<file path="config.mk">
export PLATFORM = sky130hd
export DESIGN_NAME = apb_splitter_tmo
export DESIGN_NICKNAME = d
export VERILOG_FILES = /design/src/rtl/apb_splitter_tmo.sv
export SDC_FILE = /design/constraint.sdc
export NUM_CORES = 1
export LEC_CHECK = 0
export ABC_CLOCK_PERIOD_IN_PS = 6200
export BUFFER_PORTS_ARGS = -buffer_cell sky130_fd_sc_hd__buf_2
export CORE_AREA = 5 5 238 240
export CTS_CLUSTER_SIZE = 20
export DETAILED_ROUTE_END_ITERATION = 7
export DIE_AREA = 0 0 243 245
export GPL_ROUTABILITY_DRIVEN = 0
export GPL_TIMING_DRIVEN = 0
export PLACE_DENSITY = 0.5
export SETUP_SLACK_MARGIN = 0.3
export SLEW_MARGIN = 20
export SYNTH_ARGS = -nofsm -noshare
export SYNTH_HDL_FRONTEND = slang
export SYNTH_SLANG_ARGS = --single-unit
</file>
<file path="constraint.sdc">
create_clock -name clk -period 6.2 [get_ports clk]
set_clock_uncertainty 0.15 [all_clocks]
set_input_delay 0.31 -clock clk [delete_from_list [all_inputs] [get_ports clk]]
set_output_delay 0.31 -clock clk [all_outputs]
set_load 0.05 [all_outputs]
</file>
<file path="src/rtl/apb_splitter_tmo.sv">
// APB 1-to-N splitter: lowest-index address decode, one-cycle decode-error response, access-phase timeout.
// Zero-wait hit answers 3 cycles after setup (+1 per slave wait state); upstream is ignored until RESP completes.
module apb_splitter_tmo #(
  parameter int W_ADDR   = 16,
  parameter int W_DATA   = 32,
  parameter int N_SLAVES = 3,
  parameter logic [N_SLAVES*W_ADDR-1:0] ADDR_MAP  = 48'h4000_2000_0000,
  parameter logic [N_SLAVES*W_ADDR-1:0] ADDR_MASK = 48'he000_e000_e000,
  parameter int TIMEOUT  = 256
) (
  input  logic                         clk,
  input  logic                         rst,
  input  logic [W_ADDR-1:0]            apbs_paddr,
  input  logic                         apbs_pwrite,
  input  logic [W_DATA-1:0]            apbs_pwdata,
  input  logic                         apbs_psel,
  input  logic                         apbs_penable,
  input  logic [W_DATA-1:0]            apbs_phartid,
  input  logic [31:0]                  apbs_pd_pc,
  output logic                         apbs_pready,
  output logic                         apbs_pslverr,
  output logic [W_DATA-1:0]            apbs_prdata,
  output logic [N_SLAVES*W_ADDR-1:0]   apbm_paddr,
  output logic [N_SLAVES*W_DATA-1:0]   apbm_pwdata,
  output logic [N_SLAVES*W_DATA-1:0]   apbm_hartid,
  output logic [N_SLAVES*32-1:0]       apbm_pd_pc,
  output logic [N_SLAVES-1:0]          apbm_psel,
  output logic [N_SLAVES-1:0]          apbm_penable,
  output logic [N_SLAVES-1:0]          apbm_pwrite,
  input  logic [N_SLAVES-1:0]          apbm_pready,
  input  logic [N_SLAVES-1:0]          apbm_pslverr,
  input  logic [N_SLAVES*W_DATA-1:0]   apbm_prdata,
  output logic [15:0]                  tmo_count
);

  typedef enum logic [2:0] {IDLE, SETUP, ACCESS, DECERR, RESP} state_t;

  localparam int W_CNT = (TIMEOUT > 1) ? $clog2(TIMEOUT) : 1;
  localparam logic [W_CNT-1:0] CNT_LAST = (TIMEOUT > 0) ? W_CNT'(TIMEOUT - 1) : '0;

  state_t                state_q, state_d;
  logic [W_ADDR-1:0]     addr_q, addr_d;
  logic                  write_q, write_d;
  logic [W_DATA-1:0]     wdata_q, wdata_d;
  logic [W_DATA-1:0]     hartid_q, hartid_d;
  logic [31:0]           pdpc_q, pdpc_d;
  logic [N_SLAVES-1:0]   sel_q, sel_d;
  logic [W_DATA-1:0]     rdata_q, rdata_d;
  logic                  slverr_q, slverr_d;
  logic [W_CNT-1:0]      wcnt_q, wcnt_d;
  logic [15:0]           tmo_q, tmo_d;

  logic [N_SLAVES-1:0]   hit_sel;
  logic                  hit_found;
  logic                  sel_pready;
  logic                  sel_pslverr;
  logic [W_DATA-1:0]     sel_prdata;

  // Priority decode: the first matching slave claims the address.
  always_comb begin
    hit_sel   = '0;
    hit_found = 1'b0;
    for (int i = 0; i < N_SLAVES; i++) begin
      if (!hit_found &&
          ((apbs_paddr & ADDR_MASK[i*W_ADDR +: W_ADDR]) == ADDR_MAP[i*W_ADDR +: W_ADDR])) begin
        hit_sel[i] = 1'b1;
        hit_found  = 1'b1;
      end
    end
  end

  always_comb begin
    sel_pready  = |(apbm_pready & sel_q);
    sel_pslverr = |(apbm_pslverr & sel_q);
    sel_prdata  = '0;
    for (int i = 0; i < N_SLAVES; i++) begin
      if (sel_q[i]) sel_prdata = sel_prdata | apbm_prdata[i*W_DATA +: W_DATA];
    end
  end

  always_comb begin
    state_d  = state_q;
    addr_d   = addr_q;
    write_d  = write_q;
    wdata_d  = wdata_q;
    hartid_d = hartid_q;
    pdpc_d   = pdpc_q;
    sel_d    = sel_q;
    rdata_d  = rdata_q;
    slverr_d = slverr_q;
    wcnt_d   = wcnt_q;
    tmo_d    = tmo_q;
    case (state_q)
      IDLE: begin
        if (apbs_psel && !apbs_penable) begin
          addr_d   = apbs_paddr;
          write_d  = apbs_pwrite;
          wdata_d  = apbs_pwdata;
          hartid_d = apbs_phartid;
          pdpc_d   = apbs_pd_pc;
          sel_d    = hit_sel;
          rdata_d  = '0;
          slverr_d = 1'b0;
          state_d  = hit_found ? SETUP : DECERR;
        end
      end
      SETUP: begin
        wcnt_d  = '0;
        state_d = ACCESS;
      end
      ACCESS: begin
        if (sel_pready) begin
          rdata_d  = sel_prdata;
          slverr_d = sel_pslverr;
          state_d  = RESP;
        end else if ((TIMEOUT != 0) && (wcnt_q == CNT_LAST)) begin
          rdata_d  = '0;
          slverr_d = 1'b1;
          tmo_d    = (tmo_q == 16'hFFFF) ? tmo_q : tmo_q + 16'd1;
          state_d  = RESP;
        end else begin
          wcnt_d = wcnt_q + W_CNT'(1);
        end
      end
      DECERR: begin
        rdata_d  = '0;
        slverr_d = 1'b1;
        state_d  = RESP;
      end
      RESP:    state_d = IDLE;
      default: state_d = IDLE;
    endcase
  end

  always_ff @(posedge clk or posedge rst) begin
    if (rst) begin
      state_q  <= IDLE;
      addr_q   <= '0;
      write_q  <= 1'b0;
      wdata_q  <= '0;
      hartid_q <= '0;
      pdpc_q   <= '0;
      sel_q    <= '0;
      rdata_q  <= '0;
      slverr_q <= 1'b0;
      wcnt_q   <= '0;
      tmo_q    <= '0;
    end else begin
      state_q  <= state_d;
      addr_q   <= addr_d;
      write_q  <= write_d;
      wdata_q  <= wdata_d;
      hartid_q <= hartid_d;
      pdpc_q   <= pdpc_d;
      sel_q    <= sel_d;
      rdata_q  <= rdata_d;
      slverr_q <= slverr_d;
      wcnt_q   <= wcnt_d;
      tmo_q    <= tmo_d;
    end
  end

  // Controls decode from state so an async reset drops psel immediately.
  assign apbm_psel    = ((state_q == SETUP) || (state_q == ACCESS)) ? sel_q : '0;
  assign apbm_penable = (state_q == ACCESS) ? sel_q : '0;
  assign apbm_pwrite  = apbm_psel & {N_SLAVES{write_q}};
  assign apbm_paddr   = {N_SLAVES{addr_q}};
  assign apbm_pwdata  = {N_SLAVES{wdata_q}};
  assign apbm_hartid  = {N_SLAVES{hartid_q}};
  assign apbm_pd_pc   = {N_SLAVES{pdpc_q}};

  assign apbs_pready  = (state_q == RESP);
  assign apbs_pslverr = apbs_pready & slverr_q;
  assign apbs_prdata  = apbs_pready ? rdata_q : '0;
  assign tmo_count    = tmo_q;

endmodule
</file>
# Yosys cells after proc, flatten, opt, wreduce, memory -nomap -nowiden
# Index checks and enable logic that the tools add are counted.
# word_totals
regBits,176
inputBits,219
output_inout_bits,395
wordCells,78
# op_classes
add_sub_neg,2
eq_ne,12
mux,27
n_bitwise,8
n_reduce_logical,18
# op_table
operator,count
32-bit two-way mux,7
32-bit one-hot mux with 3 select lines,1
32-bit bitwise OR,2
16-bit by 1-bit adder with 16-bit output (second input constant),1
16-bit equality test (second input constant),1
16-bit logical NOT,1
8-bit two-way mux,2
8-bit one-hot mux with 2 select lines,1
3-bit two-way mux,5
3-bit one-hot mux with 4 select lines,1
3-bit bitwise AND,3
3-bit by 2-bit equality test with 1-bit output (second input constant),3
8-bit by 1-bit adder with 8-bit output (second input constant),1
8-bit equality test (second input constant),1
1-bit two-way mux,8
3-bit by 1-bit equality test with 1-bit output (second input constant),2
2-bit inequality test (second input constant),3
3-bit AND reduction,2
3-bit OR reduction,2
2-bit AND reduction,2
4-bit AND reduction,1
3-bit equality test (second input constant),1
1-bit logical AND,3
1-bit logical NOT,3
9 further kinds,10

# Longest topological paths before layout
# Gate-level depths: netlist (run 1).
# depth
word_depth,11
ltp_mapped,8
ltp_nobuf,6

# Worst setup path before layout (run 1)
# Ideal clock, no wire load.
# synth_path
kind,register -> register
from,"register tmo_q[0], in the netlist tmo_count[0]"
to,"register tmo_q[1], in the netlist tmo_count[1]"
setup_time_ps,125
arrival_time_ps,2233
required_ps,5925
slack_ps,3692
path_stages_with_launch,7
n_path_buf,1
synth_period_minus_slack_ps,2508
path_cell_list,dfrtp_1 ha_1 nand4_1 or4_4 nand3_4 buf_6 mux2_2
# synth_via
elab_chain_len,3
elab_cells_between_ends,4
classes_between,1 x add/sub; 1 x eq/ne; 1 x bitwise; 1 x reduce/logical
# synth_rtl
element,line,rtl
start: declaration,51,"logic [15:0] tmo_q, tmo_d;"
start signal: assignment,159,tmo_q <= tmo_d;
branches (longest 3 deep; another with 16-bit by 1-bit adder with 16-bit output),n/a,
# Parallel ways; which one is timed is not known.
# A chain may end at the register's enable or synchronous reset.

# Worst setup path in the final report (run 1)
# layout_path
from,register state_q[0]
to,output port apbs_prdata[19]
# layout_via
elab_chain_len,2
# layout_rtl
element,line,rtl
start: declaration,41,"state_t state_q, state_d;"
start signal: assignment,149,state_q <= state_d;
3-bit equality test,172,assign apbs_pready = (state_q == RESP);
32-bit two-way mux,174,assign apbs_prdata = apbs_pready ? rdata_q : '0;
end: declaration,22,"output logic [W_DATA-1:0] apbs_prdata,"
# No other way between the ends.

==> results.toml, run 1 <==
[cts]
cts_tree = "built"
cts.clk_slew.worst_paths_ps = 70
cts_resized = 0
cts_buffer_depth = 2
cts-root-buf = "clkbuf_16"
cts_setup_buffers = 0
numCtsBuffers = 17
cts.sinks = 176
clock_latency_ps = 470
holdBufCountCts = 177
cts-htree-levels = 4

[synth]
yosysWarnings = 0
synth_nets = 999
synthTopCellsByArea = "dfrtp_1 (48%), buf_4 (18%), mux2_2 (14%), a222oi_1 (3.6%), o2bb2ai_1 (3.1%)"
avgSynthCellArea_um2 = 11.8
synth_top_area_share_pct = 48.1
async_flop_share_pct = 100
ys_seq_area_share_pct = 48.1
postSynthCellCount = 778
synth_most_common_cell = "buf_4"
synth_flop_cell = "dfrtp_1"
synth_commonest_cells = "buf_4 (225), dfrtp_1 (176), mux2_2 (115)"
yosysTopAreaCell = "dfrtp_1"
synth_edf_count = 0
netlist_area_um2 = 9150
yosysUniqueCellTypes = 38
ys_ff_latch = 176

[layout]
drive_above_1_share_pct = 62.3
seq_area_um2 = 4400
area_growth_pct = 69.3
final_core_util_pct = 28.4
fin_nets = 1809
fillers = 5715
multi_input_area_um2 = 2880
fin_area_um2 = 15500

[job]
drv_cap = 0

[sta]
drv_slew = 0
min_period_ps = 3250
grt_setup_unrepaired = "no"
setup_viol = 0
tightest_slew_ps = 1080
slew_headroom_pct = 28.0
hold_violations = 0
fmax_mhz = 308
finalCritPeriodShare_pct = 52.4

[critical_path]
crit_type = "flop to output port"
arrival_ps = 2790
crit_required_ps = 5740
cp-end-kind = "output port"
crit_fanout = 10
r2r_cells = 8
start_kind = "flop"

[die]
start_util_pct = 16.8
fp.dieW_um = 243
rows = 86
die_area_um2 = 59500
io_pins = 614
core_um2 = 54400
die_h_um = 245

[place]
placed_cell_area_um2 = 13100
hpwlAfterDp_um = 27400
numPortBuffers = 613

[route]
drt_wl_total_um = 35200
drtIter0Drc = 388
routed-via-count = 8823
drt-pass1-iter-count = 6
wl_per_cell_um = 15.3
drc = 0
ant_nets = 0
via_per_inst = 3.83

[worst_hold_path]
hp-class = "primary input to flop"
worst_hold_path.num_cells = 3

[global_routing]
track_usage_pct = 11.4
grt_pass1_vias = 9503
grt_pass1_wl_um = 54000
grt_max_degree = 91
antenna_found_initial = 1
grt.overflow.total = 0

[status]
run_status = "complete, no violations"
routing by layer:
layer	part of all wire, %	vias to the layer above	track usage (%)	wire, µm
met2	49	404	19.5	17300
met5	0.037	-	0	13
met1	40	4221	13.0	13900
li1	-	4130	-	-
met4	3.0	2	4.92	1040
met3	8.1	66	4.15	2850
path summary, 6_finish.rpt:
path / startpoint / slack [ps] / to
worst max-delay path: state_q[0] / 2950 / apbs_prdata[19]
worst min-delay path: apbm_prdata[62] / 80 / rdata_q[30]
worst max register to register: state_q[0] / 3140 / sel_q[0]
worst min register to register: rdata_q[24] / 330 / rdata_q[24]
max in group asynchronous: rst / 4720 / hartid_q[3]
min in group asynchronous: rst / 270 / tmo_count[1]
cells in the final DEF (no fill, tap or decap), types with 14 or more instances in the layout:
cell and n:
mux2_2 115, xor2_1 14, o2bb2ai_1 32, buf_2 619, and2_1 41, nor2_1 18, clkbuf_16 17, nand2_1 18
dlygate4sd3_1 177, a222oi_1 33, dfrtp_1 176, clkbuf_1 31, buf_4 225
flip-flops by register name (all words and copies together) (netlist names):
register and count:
slverr_q 1, wdata_q 32, addr_q 16, wcnt_q 8, rdata_q 32, write_q 1, sel_q 3, hartid_q 32
state_q 3, tmo_count 16, pdpc_q 32
worst max-delay path, cell delays in order, from the launching register on:
cell and delay, ps:
dfrtp_1 350, buf_2 190, nor3b_1 900, clkbuf_1 420, and2_1 200, buf_2 270
logic make-up after synthesis:
kind of cell | count (synthesis) | share of synthesized area (%)
muxes | 115 | 14.2
xor gates and xnor gates | 20 | 1.91
buffers and inverters | 267 | 20.4
and+or+nand+nor | 117 | 7.40
AOI/OAI and AO/OA | 81 | 7.76
DFF | 176 | 48.1
adders and majority gates | 2 | 0.274
per-stage QoR:
step	setup WS, ps	instances	TNS [ps]	hold slack (ps)
floorplan	966	778	0	257
global placement	-1450	2095	-250340	314
detailed placement	2940	2096	0	284
CTS	2840	2305	0	3.50
global route	2750	2305	0	30.5
finish	2950	2306	0	75.4
layout make-up:
type                            instances  area share, %
Sequential cell                       176           28.4
Buffer                                262           11.9
Clock buffer                           20           2.95
Multi-Input combinational cell        335           18.6
Inverter                                5          0.170
Antenna cell                            1         0.0162
Timing Repair Buffer                  791           31.4
Tap cell                              704           5.69
Clock inverter                         12          0.776
Power of run 1 is left out: the tool's default activity adds up to more than one toggle a clock period on the data nets, which glitch-free logic cannot reach.
==> run 2, diff against run 1 <==
--- a/config.mk
+++ b/config.mk
@@ -5,7 +5,7 @@
 export SDC_FILE = /design/constraint.sdc
 export NUM_CORES = 1
 export LEC_CHECK = 0
-export ABC_CLOCK_PERIOD_IN_PS = 6200
+export ABC_CLOCK_PERIOD_IN_PS = 3300
 export BUFFER_PORTS_ARGS = -buffer_cell sky130_fd_sc_hd__buf_2
 export CORE_AREA = 5 5 238 240
 export CTS_CLUSTER_SIZE = 20
==> constraint.sdc (replaced) <==
create_clock -name clk -period 3.3 [get_ports clk]
set_clock_uncertainty 0.15 [all_clocks]
set_input_delay 0.165 -clock clk [delete_from_list [all_inputs] [get_ports clk]]
set_output_delay 0.165 -clock clk [all_outputs]
set_load 0.05 [all_outputs]
==> results.toml, run 2 (synthesis results as in run 1) <==
[status]
run_status = "complete, but fails checks"
violations = "DRC"

[sta]
min_period_ps = 2700
setup_viol = 0
drv_slew = 0
finalCritPeriodShare_pct = 81.7
fmax_mhz = 371
fin_setup_tns_ps = 0
tightest_slew_ps = 723
hold_violations = 0
slew_headroom_pct = 51.8
grt_setup_unrepaired = "no"

[global_routing]
grt_busiest_layer = "met2"
grt_util_met2_pct = 20.9
grt_max_degree = 34
met1_usage_pct = 14.2
grt_pass1_wl_um = 56200
track_usage_pct = 12.2
grt.overflow.total = 0
grt_pass1_vias = 9466
met3_usage_pct = 4.02
antenna_found_initial = 5

[cts]
cts_tree = "built"
cts-htree-levels = 4
cts.clk_slew.worst_paths_ps = 70
numCtsBuffers = 17
clock_latency_ps = 480
cts.sinks = 176
cts-root-buf = "clkbuf_16"
cts_buffer_depth = 2

[worst_hold_path]
hp-class = "primary input to flop"
worst_hold_path.num_cells = 4

[layout]
area_growth_pct = 71.4
drive_above_1_share_pct = 62.5
most-common-layout-cells = "buf_2 (619), buf_4 (225), dlygate4sd3_1 (183)"
fin_nets = 1820
fillers = 5650
final_core_util_pct = 28.8
layout.cells.most_common = "buf_2"
stdcell_count = 2317

[critical_path]
cp-end-kind = "output port"
critPathMostFrequentCell = "buf_2"
r2r_cells = 6
crit_required_ps = 2980
crit_chain = "buf_2 -> nor3b_2 -> clkbuf_1 -> and2_1 -> buf_2"
start_kind = "flop"
cp_slowest_cell = "nor3b_2"
crit_path_max_incr_delay_ps = 440
crit_fanout = 10
arrival_ps = 2380
crit_type = "flop to output port"

[route]
via_per_inst = 3.81
wl_per_cell_um = 16.1
drc = 6
ant_nets = 0
drt-pass1-iter-count = 8
drtIter0Drc = 472
drt_wl_total_um = 37200
routed-via-count = 8836

[die]
die_area_um2 = 59500
start_util_pct = 16.8
fp.dieW_um = 243
io_pins = 614
core_um2 = 54400
die_h_um = 245
rows = 86

[place]
place_inst = 2101
numPortBuffers = 613
hpwlAfterDp_um = 29300

[job]
drv_cap = 0
## run 2: changes by cell type in the layout (fill, tap and decap cells not counted), sizes merged
cell           before  now
inv                11    9
buf               846  851
clkbuf             50   48
dlygate4sd3       177  183
clkinvlp            2    3
clkdlybuf4s15       0    1
bufinv              1    3
## run 2: area by class of cell
| class | instances | area [µm²] | share of cell area [%] |
|---|---|---|---|
| timing repair buffer | 802 | 5020 | 32.0 |
| sequential | 176 | 4400 | 28.1 |
| multi-input combinational | 335 | 2890 | 18.4 |
| buffer | 262 | 1850 | 11.8 |
| tap | 704 | 881 | 5.62 |
| clock buffer | 19 | 433 | 2.76 |
| clock inverter | 13 | 175 | 1.12 |
| inverter | 5 | 22.5 | 0.144 |
| antenna | 1 | 2.50 | 0.0160 |
## run 2: stage by stage
step	area [µm²]	worst slack (ps)	hold WS, ps
after floorplan	9150	732	112
after global placement	13100	-604	247
after detailed placement	13200	168	-32.5
after CTS	15700	315	75.4
after global routing	15700	339	121
final	15700	604	96.2
## run 2: layer usage
layer	share of wire [%]	up-vias
met5	0.12	-
met4	2.8	6
met3	6.7	57
met2	50	392
met1	41	4243
li1	-	4138
## run 2: path summary, 6_finish.rpt
kind / startpoint / to / slack (ps)
worst max-delay path: state_q[0] / apbs_prdata[21] / 600
worst min-delay path: apbm_pslverr[2] / slverr_q / 100
worst max register to register: sel_q[0] / rdata_q[11] / 630
worst min register to register: rdata_q[1] / rdata_q[1] / 330
max in group asynchronous: rst / addr_q[7] / 1520
min in group asynchronous: rst / hartid_q[24] / 610
## run 2: critical path: cells and delay by family (launching register included)
family,cells,cell delay [ps]
DFF,1,360
and+or+nand+nor,2,650
buffers and inverters,3,890
## run 2: timing repair
| item | 4_1_cts | 5_1_grt |
|---|---|---|
| buffers inserted | 0 | 0 |
| setup endpoints to repair | 36 | 23 |
| gates resized for setup | 3 | 7 |
| hold buffers | 183 | 0 |
| cloned | 0 | 0 |
| endpoints found under the hold margin | 294 | 0 |
Power of run 2 is left out for the same reason.
